### src/rtl/lif_neuron_core.sv
// Leaky integrate-and-fire neuron: leaks, integrates a signed current with saturation,
// fires a one-cycle spike on threshold crossing and then sits out a refractory period.
module lif_neuron_core #(
    parameter int                 DECAY_SHIFT       = 2,
    parameter int                 REFRACTORY_PERIOD = 2,
    parameter logic signed [7:0]  V_RESET           = 8'sd0
) (
    input  logic              clk,
    input  logic              reset_n,
    input  logic              update,
    input  logic signed [7:0] input_current,
    input  logic        [6:0] threshold,
    output logic              spike_out,
    output logic signed [7:0] membrane_potential,
    output logic              refractory
);

    typedef enum logic {
        ACTIVE     = 1'b0,
        REFRACTORY = 1'b1
    } state_t;

    state_t             r_state;
    logic        [3:0]  r_count;
    logic signed [7:0]  r_v;
    logic               r_spike;

    state_t             w_nextState;
    logic        [3:0]  w_nextCount;
    logic signed [7:0]  w_nextV;
    logic               w_nextSpike;

    logic signed [7:0]  w_leak;
    logic signed [9:0]  w_sum;
    logic signed [9:0]  w_sat;
    logic signed [9:0]  w_thresh;
    logic               w_fire;

    // Ten bits hold v - leak + I without overflow; clamp back to the 8-bit range.
    assign w_leak   = r_v >>> DECAY_SHIFT;
    assign w_sum    = {{2{r_v[7]}}, r_v} - {{2{w_leak[7]}}, w_leak}
                    + {{2{input_current[7]}}, input_current};
    assign w_sat    = (w_sum > 10'sd127)  ? 10'sd127 :
                      (w_sum < -10'sd128) ? -10'sd128 : w_sum;
    assign w_thresh = $signed({3'b000, threshold});
    assign w_fire   = (w_sat >= w_thresh);

    always_ff @(posedge clk) begin
        if (!reset_n) begin
            r_state <= ACTIVE;
            r_count <= 4'd0;
            r_v     <= 8'sd0;
            r_spike <= 1'b0;
        end else begin
            r_state <= w_nextState;
            r_count <= w_nextCount;
            r_v     <= w_nextV;
            r_spike <= w_nextSpike;
        end
    end

    always_comb begin
        w_nextState = r_state;
        w_nextCount = r_count;
        w_nextV     = r_v;
        w_nextSpike = 1'b0;
        if (update) begin
            unique case (r_state)
                ACTIVE: begin
                    if (w_fire) begin
                        w_nextSpike = 1'b1;
                        w_nextV     = V_RESET;
                        if (REFRACTORY_PERIOD > 0) begin
                            w_nextCount = 4'(REFRACTORY_PERIOD);
                            w_nextState = REFRACTORY;
                        end
                    end else begin
                        w_nextV = w_sat[7:0];
                    end
                end
                REFRACTORY: begin
                    // The strobe that ends refractory still discards its input.
                    w_nextV     = V_RESET;
                    w_nextCount = r_count - 4'd1;
                    if (r_count == 4'd1) begin
                        w_nextState = ACTIVE;
                    end
                end
                default: w_nextState = ACTIVE;
            endcase
        end
    end

    assign spike_out          = r_spike;
    assign membrane_potential = r_v;
    assign refractory         = (r_state == REFRACTORY);

endmodule

### config.mk
export PLATFORM = sky130hd
export DESIGN_NAME = lif_neuron_core
export DESIGN_NICKNAME = d
export VERILOG_FILES = /design/src/rtl/lif_neuron_core.sv
export SDC_FILE = /design/constraint.sdc
export NUM_CORES = 1
export LEC_CHECK = 0
export ABC_AREA = 1
export CAP_MARGIN = 30
export CORE_ASPECT_RATIO = 1.75
export CORE_UTILIZATION = 49
export CTS_CLUSTER_SIZE = 30
export DETAILED_ROUTE_END_ITERATION = 12
export PLACE_DENSITY = 0.77
export SLEW_MARGIN = 40
export SYNTH_ARGS = -nofsm -noshare
export SYNTH_HDL_FRONTEND = slang
export SYNTH_SLANG_ARGS = --single-unit
### constraint.sdc
create_clock -name clk -period 5.1 [get_ports clk]
set_input_delay 1.275 -clock clk [delete_from_list [all_inputs] [get_ports clk]]
set_output_delay 1.275 -clock clk [all_outputs]
set_load 0.03 [all_outputs]
==> Yosys cells after proc, flatten, opt, wreduce, memory -nomap -nowiden <==
Cells that the tools add are included.
{ "classes": {"n_reduce_logical": 2, "n_lt_le_gt_ge": 3, "eq_ne": 2, "add_sub_neg": 3, "n_bitwise": 3, "n_mux": 9} }
{ "op_table": {"columns": ["cell", "count"], "rows": [
  ["$mux 10", 2],
  ["$pmux 8 s2", 1],
  ["$add 9x8->10", 1],
  ["$ge 10x8->1", 1],
  ["$gt 10x8->1 const B", 1],
  ["$lt 10x8->1 const B", 1],
  ["$sub 8x6->9", 1],
  ["$mux 8", 1],
  ["$pmux 4 s2", 1],
  ["$eq 4x1->1 const B", 1],
  ["$mux 4", 1],
  ["$sub 4x1->4 const B", 1],
  ["$not 1->1", 3],
  ["$reduce_or 3->1", 1],
  ["$mux 1", 2],
  ["$ne 2x2->1 const B", 1],
  ["$pmux 1 s2", 1],
  ["$reduce_and 2->1", 1]
]} }
{ "totals": {"out_inout_bits": 10, "ff_bits": 14, "input_bits": 18, "word_cells": 26} }

==> Logic depth before layout (Yosys ltp) <==
Gate-level depths: netlist of the first run.
{ "logic_depth": {"word_depth": 8, "mapped_depth": 30, "depth_no_buf": 30} }

==> Worst setup path after synthesis of the first run <==
Ideal clock, no wire load.
{ "synth_path": {"path_type": "input to register", "startpoint": "in input_current[1]", "endpoint": "reg r_count[1]", "setup_ns": 0.109, "n_path_buf": 0, "path_stages": 28, "arrival_ns": 5.044, "slack_ns": -0.052, "t_required_ns": 4.991, "cell_sequence": "inv_1 > fa_1 > inv_1 > fa_1 > nand3_1 > nand3_1 > nand2_1 > nand2_1 > nand2_1 > nand2_2 > or3_1 > ha_1 > inv_1 > nand2_1 > o21ai_0 > ha_1 > a21oi_1 > nor2_1 > nor3_1 > a21boi_0 > nor2_2 > nand2_4 > nand2_4 > nand2_4 > nand2_4 > nand2_1 > nand2_1 > inv_1"} }
{ "synth_between": {"elab_chain_cells": 7, "elab_cells_between_ends": 8, "cone_classes": "add/sub (1); order compare (3); eq/ne (1); mux (2); reduce/logical (1)"} }
{ "synth_rtl": {"columns": ["item", "line_no", "source"], "rows": [
  ["from (decl)", "11", "input logic signed [7:0] input_current,"],
  ["$add 9x8->10 *", "42", "+ {{2{input_current[7]}}, input_current};"],
  ["$lt 10x8->1", "44", "(w_sum < -10'sd128) ? -10'sd128 : w_sum;"],
  ["$mux 10", "44", null],
  ["$mux 10 *", "43", "assign w_sat = (w_sum > 10'sd127) ? 10'sd127 :"],
  ["$ge 10x8->1 *", "46", "assign w_fire = (w_sat >= w_thresh);"],
  ["$ne 2x2->1 (no line) *", null, null],
  ["$reduce_and 2->1 (no line) *", null, null],
  ["to (signal assigned)", "56", "r_count <= w_nextCount;"],
  ["to (decl)", "24", "logic [3:0] r_count;"]
]} }
Mark *: on every way between the ends. The rest lies on a longest branch, timed or not.
A chain may end at the register's enable or synchronous reset.

==> Final worst setup path of the first run <==
{ "layout_path": {"startpoint": "in input_current[7]", "endpoint": "reg r_count[0]"} }
Same word-level chain as after synthesis.

==> results of run 1 <==
==> worst reg2reg max path: cells and delay by family (launching register included) <==
family | cells | cell delay, ns
buffers and inverters | 4 | 0.46
and+or+nand+nor | 14 | 1.36
DFF | 1 | 0.62
adders and majority gates | 4 | 1.15
AOI/OAI and AO/OA | 4 | 0.56
xor gates and xnor gates | 1 | 0.21
==> what timing repair did <==
item / in CTS / in global routing
setup buffers: 12 / 5
setup endpoints to repair: 14 / 14
resized for setup: 62 / 35
pin swaps: 48 / 36
cloned: 1 / 0
==> kinds of logic after synthesis <==
family / share of synthesized area, %
AO/OA/AOI/OAI: 9.05
XOR/XNOR: 3.09
buffers and inverters: 14.1
flip-flops: 16.5
adder cells (fa/ha/maj): 24.4
AND/OR/NAND/NOR: 32.8
==> per-layer routing <==
layer | global-route usage, % | vias to the layer above | wire length, um
met5 | 0 | - | 0
met4 | 21.2 | 0 | 358
met2 | 58.6 | 58 | 3300
li1 | - | 941 | -
met3 | 3.39 | 36 | 146
met1 | 24.4 | 885 | 1830
==> where the power goes <==
part           total [uW]  internal [uW]  switching, uW
Combinational        1790            856            931
Sequential            165            135           29.9
Clock                 109           68.5           40.6
Total                2060           1060           1000
==> layout make-up <==
| cell class | instances | area [um2] | area share, % |
|---|---|---|---|
| multi-input cells | 174 | 1510 | 55.1 |
| clock buffers | 4 | 55.1 | 2.01 |
| well taps | 45 | 56.3 | 2.06 |
| flip-flops and latches | 14 | 280 | 10.2 |
| repair buffers | 74 | 599 | 21.9 |
| inverters | 63 | 239 | 8.73 |
==> cells in the final DEF, fill, tap and decap left out, types with 2 or more instances in the layout <==
cell type        instances
fa_1                     6
nand3_2                  3
nand2_4                 13
nand3_1                 19
inv_1                   46
nor2_1                   9
clkbuf_8                 4
inv_2                   15
o21ai_1                  3
a21oi_2                  2
ha_4                    12
nor2_4                   2
nand2_2                 18
dfxtp_1                 14
nor3_1                   2
buf_6                    2
a21boi_1                 2
ha_1                    10
clkdlybuf4s50_1         20
nand2_1                 33
a21oi_1                 15
o21ai_0                  2
clkbuf_2                 6
buf_4                   45
xnor2_1                  4
nand4_1                  3
==> state kept, by name, summed over array words and instances, names as in the netlist <==
signal and flops:
membrane_potential 8, r_count 4, refractory 1, spike_out 1
==> how the worst max path moves through the flow <==
stage | from | endpoint | slack (ns) | depth (start not counted)
floorplan | input_current[1] | r_count[1]$_SDFFE_PN0P_ | 0.007 | 28
global placement | input_current[1] | r_count[1]$_SDFFE_PN0P_ | -0.75 | 29
detailed placement | input_current[5] | r_count[1]$_SDFFE_PN0P_ | -0.81 | 29
CTS | input_current[1] | r_count[1]$_SDFFE_PN0P_ | 0.08 | 29
global route | input_current[6] | r_count[1]$_SDFFE_PN0P_ | -0.05 | 30
finish | input_current[7] | r_count[0]$_SDFFE_PN0P_ | 0.13 | 27
==> per-stage QoR <==
stage | setup TNS (ns) | instances | utilization, % | power [uW] | setup slack, ns
floorplan | 0 | 251 | - | 965 | 0.00664
global placement | -9.48 | 352 | 67.6 | 1420 | -0.748
detailed placement | -10.35 | 352 | 67.6 | 1440 | -0.809
CTS | 0 | 369 | 79.2 | 1870 | 0.0799
global route | -0.0566 | 374 | 82.2 | 2220 | -0.0472
finish | 0 | 374 | 82.2 | 2060 | 0.135
==> impl_metrics.csv, run 1 <==
group,metric,value,unit
timing,slew_viol_final,0,
timing,clock.fmax,201,MHz
detailed_routing,wl,5640,um
cells_and_area,drive_gt1_share,41.0,%
global_route,grtUsageTotal,30.1,%
synth,synth_nets,298,
synth,synth-edff-count,0,
clocking,clock-root-buffer,"clkbuf_8",
setup_path,crit_buf_inv,4,
floorplanning,rows,28,
timing,fin_crit,4.97,ns
synth,async_flop_share,0,%
setup_path,path_delay_family,"simple AND/OR/NAND/NOR gates",
global_route,grt_max_degree,13,
floorplanning,num_io_pins,28,
global_route,antenna_found_initial,0,
timing,skew,0.00695,ns
pwr,p_leak,0.00133,uW
synth,yosys-top-cells-count,"inv_1, nand2_1, ha_1, nand3_1, a21oi_1",
job,maxCapViolations,0,
clocking,clock_sinks,14,
min_path,min_path_cells,2,
synth,syn-cell-area,0.00170,mm2
setup_path,start_kind,"input port",
cells_and_area,diodes,0,
cells_and_area,areaGrowthSynthToFinish,60.9,%
setup_path,r2r_start,"membrane_potential[7]$_SDFFE_PN0P_",
synth,synthCells,251,
synth,yosys.area.top_type,"dfxtp_1",
synth,ys_seq_elements,14,
synth,yosysWarnings,0,
timing,whs,0.485,ns
clocking,cts_tree,"done",
timing,hold_viol,0,
detailed_routing,antenna_left,0,
place,place.gp.congestion,0.858,
setup_path,end_kind,"register",
global_route,grt_pass1_wl,7970,um
synth,synth_cell_types,28,
clocking,cts_inserted_buffers,3,
floorplanning,core_area,0.00333,mm2
floorplanning,die_area,0.00372,mm2
synth,syn-mean-instance-area,6.77,um2
cells_and_area,nets,377,
clocking,hold_buffers,0,
setup_path,required,5.25,ns
pwr,p_per_area,753,mW/mm2
synth,synthTopCellsByArea,"dfxtp_1, ha_1, inv_1, nand2_1, fa_1",
detailed_routing,viasPerCell,5.13,
place,post-dp-hpwl,3590,um
setup_path,cp_max_fo,5,
min_path,hp-class,"reg2reg",
timing,setup_viol,0,
cells_and_area,final_area,0.00274,mm2
floorplanning,initial_core_util,51.1,%
setup_path,cp_common_cell,"nand2_4",
setup_path,r2r_setup_slack,0.64,ns
timing,max_slew_margin,67.2,%
detailed_routing,drt-pass1-iter-count,4,
detailed_routing,vias,1920,
floorplanning,die_y,79.9,um
global_route,gr-total-overflow,0,
setup_path,criticalPathCategory,"in2reg",
clocking,cts_max_path_buffers,2,
detailed_routing,drc_errors,0,
clocking,clkTransAtPathRegs,0.06,ns
clocking,htree_levels,1,
detailed_routing,drtIter0Drc,36,
min_path,holdPathEnd,"membrane_potential[0]$_SDFFE_PN0P_",
clocking,insertion_delay,0.25,ns
synth,ys_seq_area_share,16.5,%
outcome,status,"finished, final reports clean",
min_path,min-delay-start,"membrane_potential[0]$_SDFFE_PN0P_",
synth,yosysTopAreaCellShare,16.5,%
place,port-buffer-count,27,
pwr,irDropWorstVdd,0.546,mV
setup_path,cp_slowest_cell,"or3_4",
timing,tightest_slew,0.491,ns
timing,period_share,97.4,%
detailed_routing,routedWlPerCell,15.1,um
setup_path,r2r_cells,27,
setup_path,critPathMaxStageDelay,0.39,ns
setup_path,critical_path_arrival,5.12,ns
global_route,grt_pass1_vias,1957,
cells_and_area,num-fill-cells,196,
place,postPlaceCellArea,0.00225,mm2
floorplanning,die_w,46.5,um
synth,ys.flop_type,"dfxtp_1",
synth,yosysMostFrequentCell,"inv_1",
setup_path,rr_endpoint,"r_count[0]$_SDFFE_PN0P_",
(Power assumes the default switching activity.)
==> inputs of run 2 (changes only) <==
--- a/config.mk
+++ b/config.mk
@@ -12,6 +12,7 @@
 export CTS_CLUSTER_SIZE = 30
 export DETAILED_ROUTE_END_ITERATION = 12
 export PLACE_DENSITY = 0.77
+export SKIP_LAST_GASP = 1
 export SLEW_MARGIN = 40
 export SYNTH_ARGS = -nofsm -noshare
 export SYNTH_HDL_FRONTEND = slang
==> results of run 2 <==
Final layout, timing and power as in run 1 (identical DEF).
